**config.mk**
```make
export PLATFORM = sky130hd
export DESIGN_NAME = operand_fwd
export DESIGN_NICKNAME = d
export VERILOG_FILES = /design/src/rtl/operand_fwd.sv
export SDC_FILE = /design/constraint.sdc
export NUM_CORES = 1
export LEC_CHECK = 0
export BUFFER_PORTS_ARGS = -buffer_cell sky130_fd_sc_hd__buf_2
export CAP_MARGIN = 20
export CORE_ASPECT_RATIO = 1.2
export CORE_MARGIN = 2
export CORE_UTILIZATION = 55
export DETAILED_ROUTE_END_ITERATION = 10
export HOLD_SLACK_MARGIN = 0.15
export PLACE_DENSITY = 0.9
export SLEW_MARGIN = 20
export SYNTH_ARGS = -nofsm -noshare
export SYNTH_HDL_FRONTEND = slang
export SYNTH_SLANG_ARGS = --single-unit
```
**constraint.sdc**
```tcl
create_clock -name CLK -period 8.75 [get_ports CLK]
set_clock_uncertainty 0.1 [all_clocks]
set_input_delay 1.3125 -clock CLK [delete_from_list [all_inputs] [get_ports CLK]]
set_output_delay 1.3125 -clock CLK [all_outputs]
set_load 0.005 [all_outputs]
```
**src/rtl/operand_fwd.sv**
```systemverilog
// Operand resolve/forward stage after the rv32i register file read port.
// Applies EX/MEM/WB bypass, tracks outstanding loads and registers resolved operands for EX.
module operand_fwd #(
   parameter int unsigned DATA_W = 32,
   parameter int unsigned NREG   = 32
) (
   input  logic              CLK,
   input  logic              RST,
   input  logic              FLUSH,
   input  logic              STALL,
   input  logic              I_VALID,
   input  logic [4:0]        I_RS1,
   input  logic [DATA_W-1:0] I_RS1_V,
   input  logic [4:0]        I_RS2,
   input  logic [DATA_W-1:0] I_RS2_V,
   input  logic [4:0]        I_RD,
   input  logic              I_RD_WE,
   input  logic              I_IS_LOAD,
   input  logic              EX_VALID,
   input  logic [4:0]        EX_RD,
   input  logic [DATA_W-1:0] EX_V,
   input  logic              MEM_VALID,
   input  logic [4:0]        MEM_RD,
   input  logic [DATA_W-1:0] MEM_V,
   input  logic [4:0]        WB_RD,
   input  logic [DATA_W-1:0] WB_V,
   input  logic              LD_DONE,
   input  logic [4:0]        LD_DONE_RD,
   output logic              HAZARD_STALL,
   output logic              O_VALID,
   output logic [DATA_W-1:0] O_RS1_V,
   output logic [DATA_W-1:0] O_RS2_V,
   output logic [4:0]        O_RD,
   output logic              O_RD_WE,
   output logic              O_IS_LOAD
);

   logic [NREG-1:0]   r_pend;
   logic [NREG-1:0]   w_pend_eff;
   logic [NREG-1:0]   w_clr;
   logic [NREG-1:0]   w_set;
   logic [NREG-1:0]   w_pend_d;
   logic [DATA_W-1:0] w_rs1_v;
   logic [DATA_W-1:0] w_rs2_v;
   logic              w_hazard;
   logic              w_accept;

   // Youngest producer wins; WB is needed because the register file writes on the same edge.
   function automatic logic [DATA_W-1:0] f_resolve(
      input logic [4:0]        idx,
      input logic [DATA_W-1:0] rf_v,
      input logic              ex_vld,
      input logic [4:0]        ex_rd,
      input logic [DATA_W-1:0] ex_v,
      input logic              mem_vld,
      input logic [4:0]        mem_rd,
      input logic [DATA_W-1:0] mem_v,
      input logic [4:0]        wb_rd,
      input logic [DATA_W-1:0] wb_v
   );
      logic [DATA_W-1:0] v;
      if (idx == 5'd0)                      v = '0;
      else if (ex_vld && ex_rd == idx)      v = ex_v;
      else if (mem_vld && mem_rd == idx)    v = mem_v;
      else if (wb_rd == idx)                v = wb_v;
      else                                  v = rf_v;
      return v;
   endfunction

   always_comb begin
      w_rs1_v = f_resolve(I_RS1, I_RS1_V, EX_VALID, EX_RD, EX_V, MEM_VALID, MEM_RD, MEM_V,
                          WB_RD, WB_V);
      w_rs2_v = f_resolve(I_RS2, I_RS2_V, EX_VALID, EX_RD, EX_V, MEM_VALID, MEM_RD, MEM_V,
                          WB_RD, WB_V);
   end

   always_comb begin
      w_clr = '0;
      if (LD_DONE) w_clr[LD_DONE_RD] = 1'b1;
      w_pend_eff = r_pend & ~w_clr;
      w_hazard   = RST && I_VALID && !FLUSH &&
                   (w_pend_eff[I_RS1] || w_pend_eff[I_RS2] || (I_RD_WE && w_pend_eff[I_RD]));
      w_accept   = !FLUSH && !STALL && !w_hazard;
      w_set      = '0;
      if (w_accept && I_VALID && I_RD_WE && I_IS_LOAD && I_RD != 5'd0) w_set[I_RD] = 1'b1;
      // Set after clear so a new load to the same register stays outstanding.
      w_pend_d    = (r_pend & ~w_clr) | w_set;
      w_pend_d[0] = 1'b0;
   end

   assign HAZARD_STALL = w_hazard;

   always_ff @(posedge CLK) begin
      if (!RST) begin
         r_pend <= '0;
      end else begin
         r_pend <= w_pend_d;
      end
   end

   always_ff @(posedge CLK) begin
      if (!RST || FLUSH) begin
         O_VALID   <= 1'b0;
         O_RS1_V   <= '0;
         O_RS2_V   <= '0;
         O_RD      <= '0;
         O_RD_WE   <= 1'b0;
         O_IS_LOAD <= 1'b0;
      end else if (STALL) begin
         O_VALID   <= O_VALID;
      end else if (w_hazard) begin
         O_VALID   <= 1'b0;
         O_RD_WE   <= 1'b0;
         O_IS_LOAD <= 1'b0;
      end else begin
         O_VALID   <= I_VALID;
         O_RS1_V   <= w_rs1_v;
         O_RS2_V   <= w_rs2_v;
         O_RD      <= I_RD;
         O_RD_WE   <= I_RD_WE;
         O_IS_LOAD <= I_IS_LOAD;
      end
   end

endmodule

```
== Word-level counts from Yosys, hierarchy flattened ==
Cells that the tools add are included.

* Magnitude comparators: 6
* Mux-type cells: 23
* Eq/ne operators: 6
* Reductions and logical operators: 27
* Bitwise logic cells: 5

{| class="wikitable"
|+ Operators with widths
! operator !! count
|-
| two-way mux 32 bit || 10
|-
| AND 32 bit || 1
|-
| inverter 32 bit || 1
|-
| OR 32 bit || 1
|-
| equality test 5 bit || 6
|-
| < comparator 5 x 6 -> 1 bit (second input constant) || 4
|-
| logical AND 1 bit || 16
|-
| binary-select mux 1 bit (select 5 bit) || 3
|-
| demux 1 bit (select 5 bit) || 2
|-
| greater-or-equal comparator 5 x 1 -> 1 bit (second input constant) || 2
|-
| zero test 5 bit || 2
|-
| two-way mux 1 bit || 8
|-
| nonzero test 5 bit || 1
|-
| zero test 1 bit || 4
|-
| logical OR 1 bit || 3
|-
| inverter 1 bit || 2
|-
| AND reduction 2 bit || 1
|}

* Register bits: 104
* Word-level logic and storage cells: 75

== Longest topological paths before layout ==
* Word-level depth: 20
* Gate-level depth with buffers: 12
* Gate-level depth less buffers: 8

== Worst setup path after synthesis ==
OpenSTA, ideal clock, no wires.

* Kind: in2out
* Start: input port LD_DONE_RD[1]
* End: output port HAZARD_STALL
* Path slack: 4,120 ps
* Cell stages on the path: 9
* Buffers on the path: 1
* Arrival: 3,217 ps
* Cell sequence: buf_4 nand2_1 o21ai_1 mux4_2 a2111oi_0 o22ai_1 o31ai_2 o21ai_0 nor2_1

* Word-level cells in the longest chain between the ends: 12
* Elaborated cells between the ends (all ways): 18

{| class="wikitable"
|+ RTL lines
! what !! RTL line !! text
|-
| start: declaration || 28 || <nowiki>input logic [4:0] LD_DONE_RD,</nowiki>
|-
| < comparator 5 x 6 -> 1 bit (implied by the code) or greater-or-equal comparator 5 x 1 -> 1 bit (tied branches) || 79 || <nowiki>if (LD_DONE) w_clr[LD_DONE_RD] = 1'b1;</nowiki>
|-
| logical AND 1 bit (implied by the code) || 79 ||
|-
| two-way mux 1 bit (implied by the code) || 79 ||
|-
| demux 1 bit (select 5 bit) * || 79 ||
|-
| two-way mux 32 bit * || 79 ||
|-
| inverter 32 bit * || 80 || <nowiki>w_pend_eff = r_pend & ~w_clr;</nowiki>
|-
| AND 32 bit * || 80 ||
|-
| binary-select mux 1 bit (select 5 bit) || 82 || <nowiki>(w_pend_eff[I_RS1] || w_pend_eff[I_RS2] || (I_RD_WE && w_pend_eff[I_RD]));</nowiki>
|-
| two-way mux 1 bit (implied by the code) || 82 ||
|-
| logical OR 1 bit or logical AND 1 bit (tied branches) || 82 ||
|-
| logical OR 1 bit * || 82 ||
|-
| logical AND 1 bit * || 81 || <nowiki>w_hazard = RST && I_VALID && !FLUSH &&</nowiki>
|-
| end: declaration || 29 || <nowiki>output logic HAZARD_STALL,</nowiki>
|}

Mark *: on every way between the ends. The rest lies on a longest branch, timed or not. The select of a mux whose other input is x is not followed.

== Worst setup path in the final report ==
* Start: input port LD_DONE
* End: output port HAZARD_STALL

* Word-level cells in the longest chain between the ends: 8
* Elaborated cells between the ends (all ways): 13

{| class="wikitable"
|+ RTL lines
! what !! RTL line !! text
|-
| start: declaration || 27 || <nowiki>input logic LD_DONE,</nowiki>
|-
| two-way mux 32 bit * || 79 ||
|-
| inverter 32 bit * || 80 ||
|-
| AND 32 bit * || 80 ||
|-
| binary-select mux 1 bit (select 5 bit) || 82 ||
|-
| two-way mux 1 bit (implied by the code) || 82 ||
|-
| logical OR 1 bit or logical AND 1 bit (tied branches) || 82 ||
|-
| logical OR 1 bit * || 82 ||
|-
| logical AND 1 bit * || 81 ||
|}

Marks and branches as above.

==> run metrics <==
status=finished, violations left; failing checks=design-rule violations; Antenna Violating Nets Remaining=0; LEAKAGE=0.00419 uW; Starting DRT DRC Count=835; Remaining DRCs=9; CTS tree=done; GRT overflow=0; Post-Syn Area=7850 um^2; max-slew violation count=0; Worst IR Drop VDD=0.0763 mV; crit path setup slack, layout=3.36 ns; Pwr Density=124 nW/um^2; CP most frequent cell=buf_2; Initial Utilization=56.6%; proportion of layout cells with a drive suffix above 1=29.8%; critical path required time=7.34 ns; initial antenna violation count=5; worst-margin pin slew=1.16 ns; part of the Yosys area used for sequential elements=26.3%; final wirelength=29500 um; vias in the first global route=8479; Final Hold Vio Count=0; final worst path period need=5.39 ns; Register-to-Register Path Depth=8; Crit Path Max Fanout=11; Final HPWL DP=21600 um; fmax=186 MHz; post-synth net total=1191; Max-cap violations=0; Layout area overhead=19.7%; worst reg2reg setup slack=4.80 ns; Synth Flop Type=dfxtp_1; Yosys cell types=72; Crit Path Class=in -> out; Worst path max stage delay=0.66 ns; GP Congestion=1.06; Die X=113 um; RSZ-0062 raised after global routing=no; vias=8712; Min Hold Slack=0.354 ns; CP Capture Type=output port; min-delay worst type=reg -> reg; Root Buffer Master=clkbuf_16; hold depth=2; syn avg cell area=7.96 um^2; Clock transition at path regs=0.07 ns; WP data arrival=3.97 ns; CTS H-Tree Depth=3; post-synthesis register bit count=103; Worst path slowest cell=o41ai_2; Num CTS Buffers=9; clock latency on the worst-skew pair=0.35 ns; fraction of registers with async set/reset=0%; first-pass detailed-route iteration total=9; die area=15300 um^2; Vias/cell=6.34; PortBufs=277; Max clock buf depth=2; IO Pins=278; Core ar.=13900 um^2; cell count after synthesis=986; final worst-path cycle share=61.5%; Post-CTS Setup Inserts=0; largest net degree at the start of global routing=79; Post-synth EDFFs=0; sequence of cells on the critical path=buf_2, and4_1, a21boi_1, a2111oi_0, a41oi_1, nand4b_1, o41ai_2, o21ai_0, nor2_1, buf_2; first-pass GRT wire length=44800 um; fin nets=1399; Warnings, synthesis=0; GRT Overall Usage=37.4%; post_cts resized=0; crit path launch type=input port; wire per inst=21.5 um; setup_tns=0 ns; CTS sink count=103; placement row count=47; Max-slew headroom=21.8%; pre-CTS setup slack=3.41 ns; cts hold-fix bufs=0; Die H=135 um; Final setup viols=0
[cells in the final DEF (no fill, tap or decap), types with 14 or more instances in the layout]
cell type,Yosys,routed
o22ai_1,17,17
buf_2,16,277
xor2_1,21,21
nand2_1,108,108
a32o_1,16,16
mux2i_1,142,142
nor2_1,87,86
and2_1,35,35
dfxtp_1,103,103
inv_1,15,15
o21ai_0,40,40
o21ai_1,14,14
a211oi_1,66,66
nand2b_1,15,15
or2_2,35,35
a21oi_1,41,41
[stage by stage]
step                      instance area [um^2]  power, uW  instances  util (%)
after global routing                      9400       1210       1374      67.7
final                                     9400       1160       1374      67.7
after global placement                    9120        787       1354      65.7
after detailed placement                  9120        791       1354      65.7
after floorplan                           7850        681        986         -
after CTS                                 9390       1160       1370      67.7
[final timing paths]
check	start	end
worst max register to register	r_pend[30]	r_pend[7]
worst min-delay path	O_RS2_V[18]	O_RS2_V[18]
worst min register to register	O_RS2_V[18]	O_RS2_V[18]
worst max-delay path	LD_DONE	HAZARD_STALL
[metal layers]
metal | global-route usage [%] | wire [um]
met5 | 0 | 13
met4 | 21.4 | 1610
met3 | 6.96 | 2720
met2 | 63.8 | 14300
met1 | 43.9 | 10800
[area by class of cell]
type / count / area [um^2]
inverters: 17 / 63.8
well taps: 171 / 214
diodes: 4 / 10.0
clock buffers: 11 / 233
multi-input cells: 777 / 5330
fillers: 1190 / 4480
flip-flops and latches: 103 / 2060
clock inverters: 5 / 35.0
repair buffers: 286 / 1450
[sequential cells by signal, indices dropped and copies added, names as in the netlist]
| name | count |
|---|---|
| O_RD_WE | 1 |
| O_IS_LOAD | 1 |
| O_RS1_V | 32 |
| O_RD | 5 |
| O_RS2_V | 32 |
| O_VALID | 1 |
| r_pend | 31 |
[cells in the mapped netlist, drive strengths merged, types with 4 or more instances]
cell type | count | area [um^2]
a21boi | 10 | 78.8
nor2b | 5 | 31.3
nor3 | 9 | 45.0
or2 | 35 | 219
nand3 | 8 | 40.0
o31ai | 5 | 56.3
clkbuf | 54 | 203
nand4b | 5 | 43.8
o22ai | 17 | 106
a32o | 16 | 160
xnor2 | 10 | 87.6
buf | 35 | 234
nand2 | 108 | 405
a21oi | 41 | 205
inv | 16 | 60.1
dfxtp | 103 | 2060
a211oi | 66 | 495
o21ai | 55 | 279
a2111oi | 10 | 87.6
nand2b | 15 | 93.8
nor2 | 87 | 327
a31oi | 5 | 37.5
and2 | 36 | 225
o21a | 5 | 37.5
o211ai | 4 | 30.0
and3 | 6 | 37.5
mux4 | 4 | 90.1
mux2i | 142 | 1420
xor2 | 21 | 184
nor4 | 6 | 37.5
[where the power goes]
| group | internal, uW | total, uW | leakage, uW | switching, uW |
|---|---|---|---|---|
| sequential | 485 | 495 | 0.000836 | 9.59 |
| combinational | 125 | 291 | 0.00323 | 166 |
| clock | 193 | 377 | 0.000129 | 183 |
[critical path: cells and delay by family]
family,cells,cell delay (ns)
compound gates,5,1.81
buf+inv,2,0.28
simple gates,3,0.57
[cells by family after synthesis]
kind of cell | after synthesis | share of synthesized area (%)
buf+inv | 106 | 6.37
simple gates | 337 | 21.1
mux | 146 | 19.2
compound gates | 263 | 23.5
xor+xnor | 31 | 3.46
flops | 103 | 26.3
Note: power is estimated with default switching activity, not from simulation.
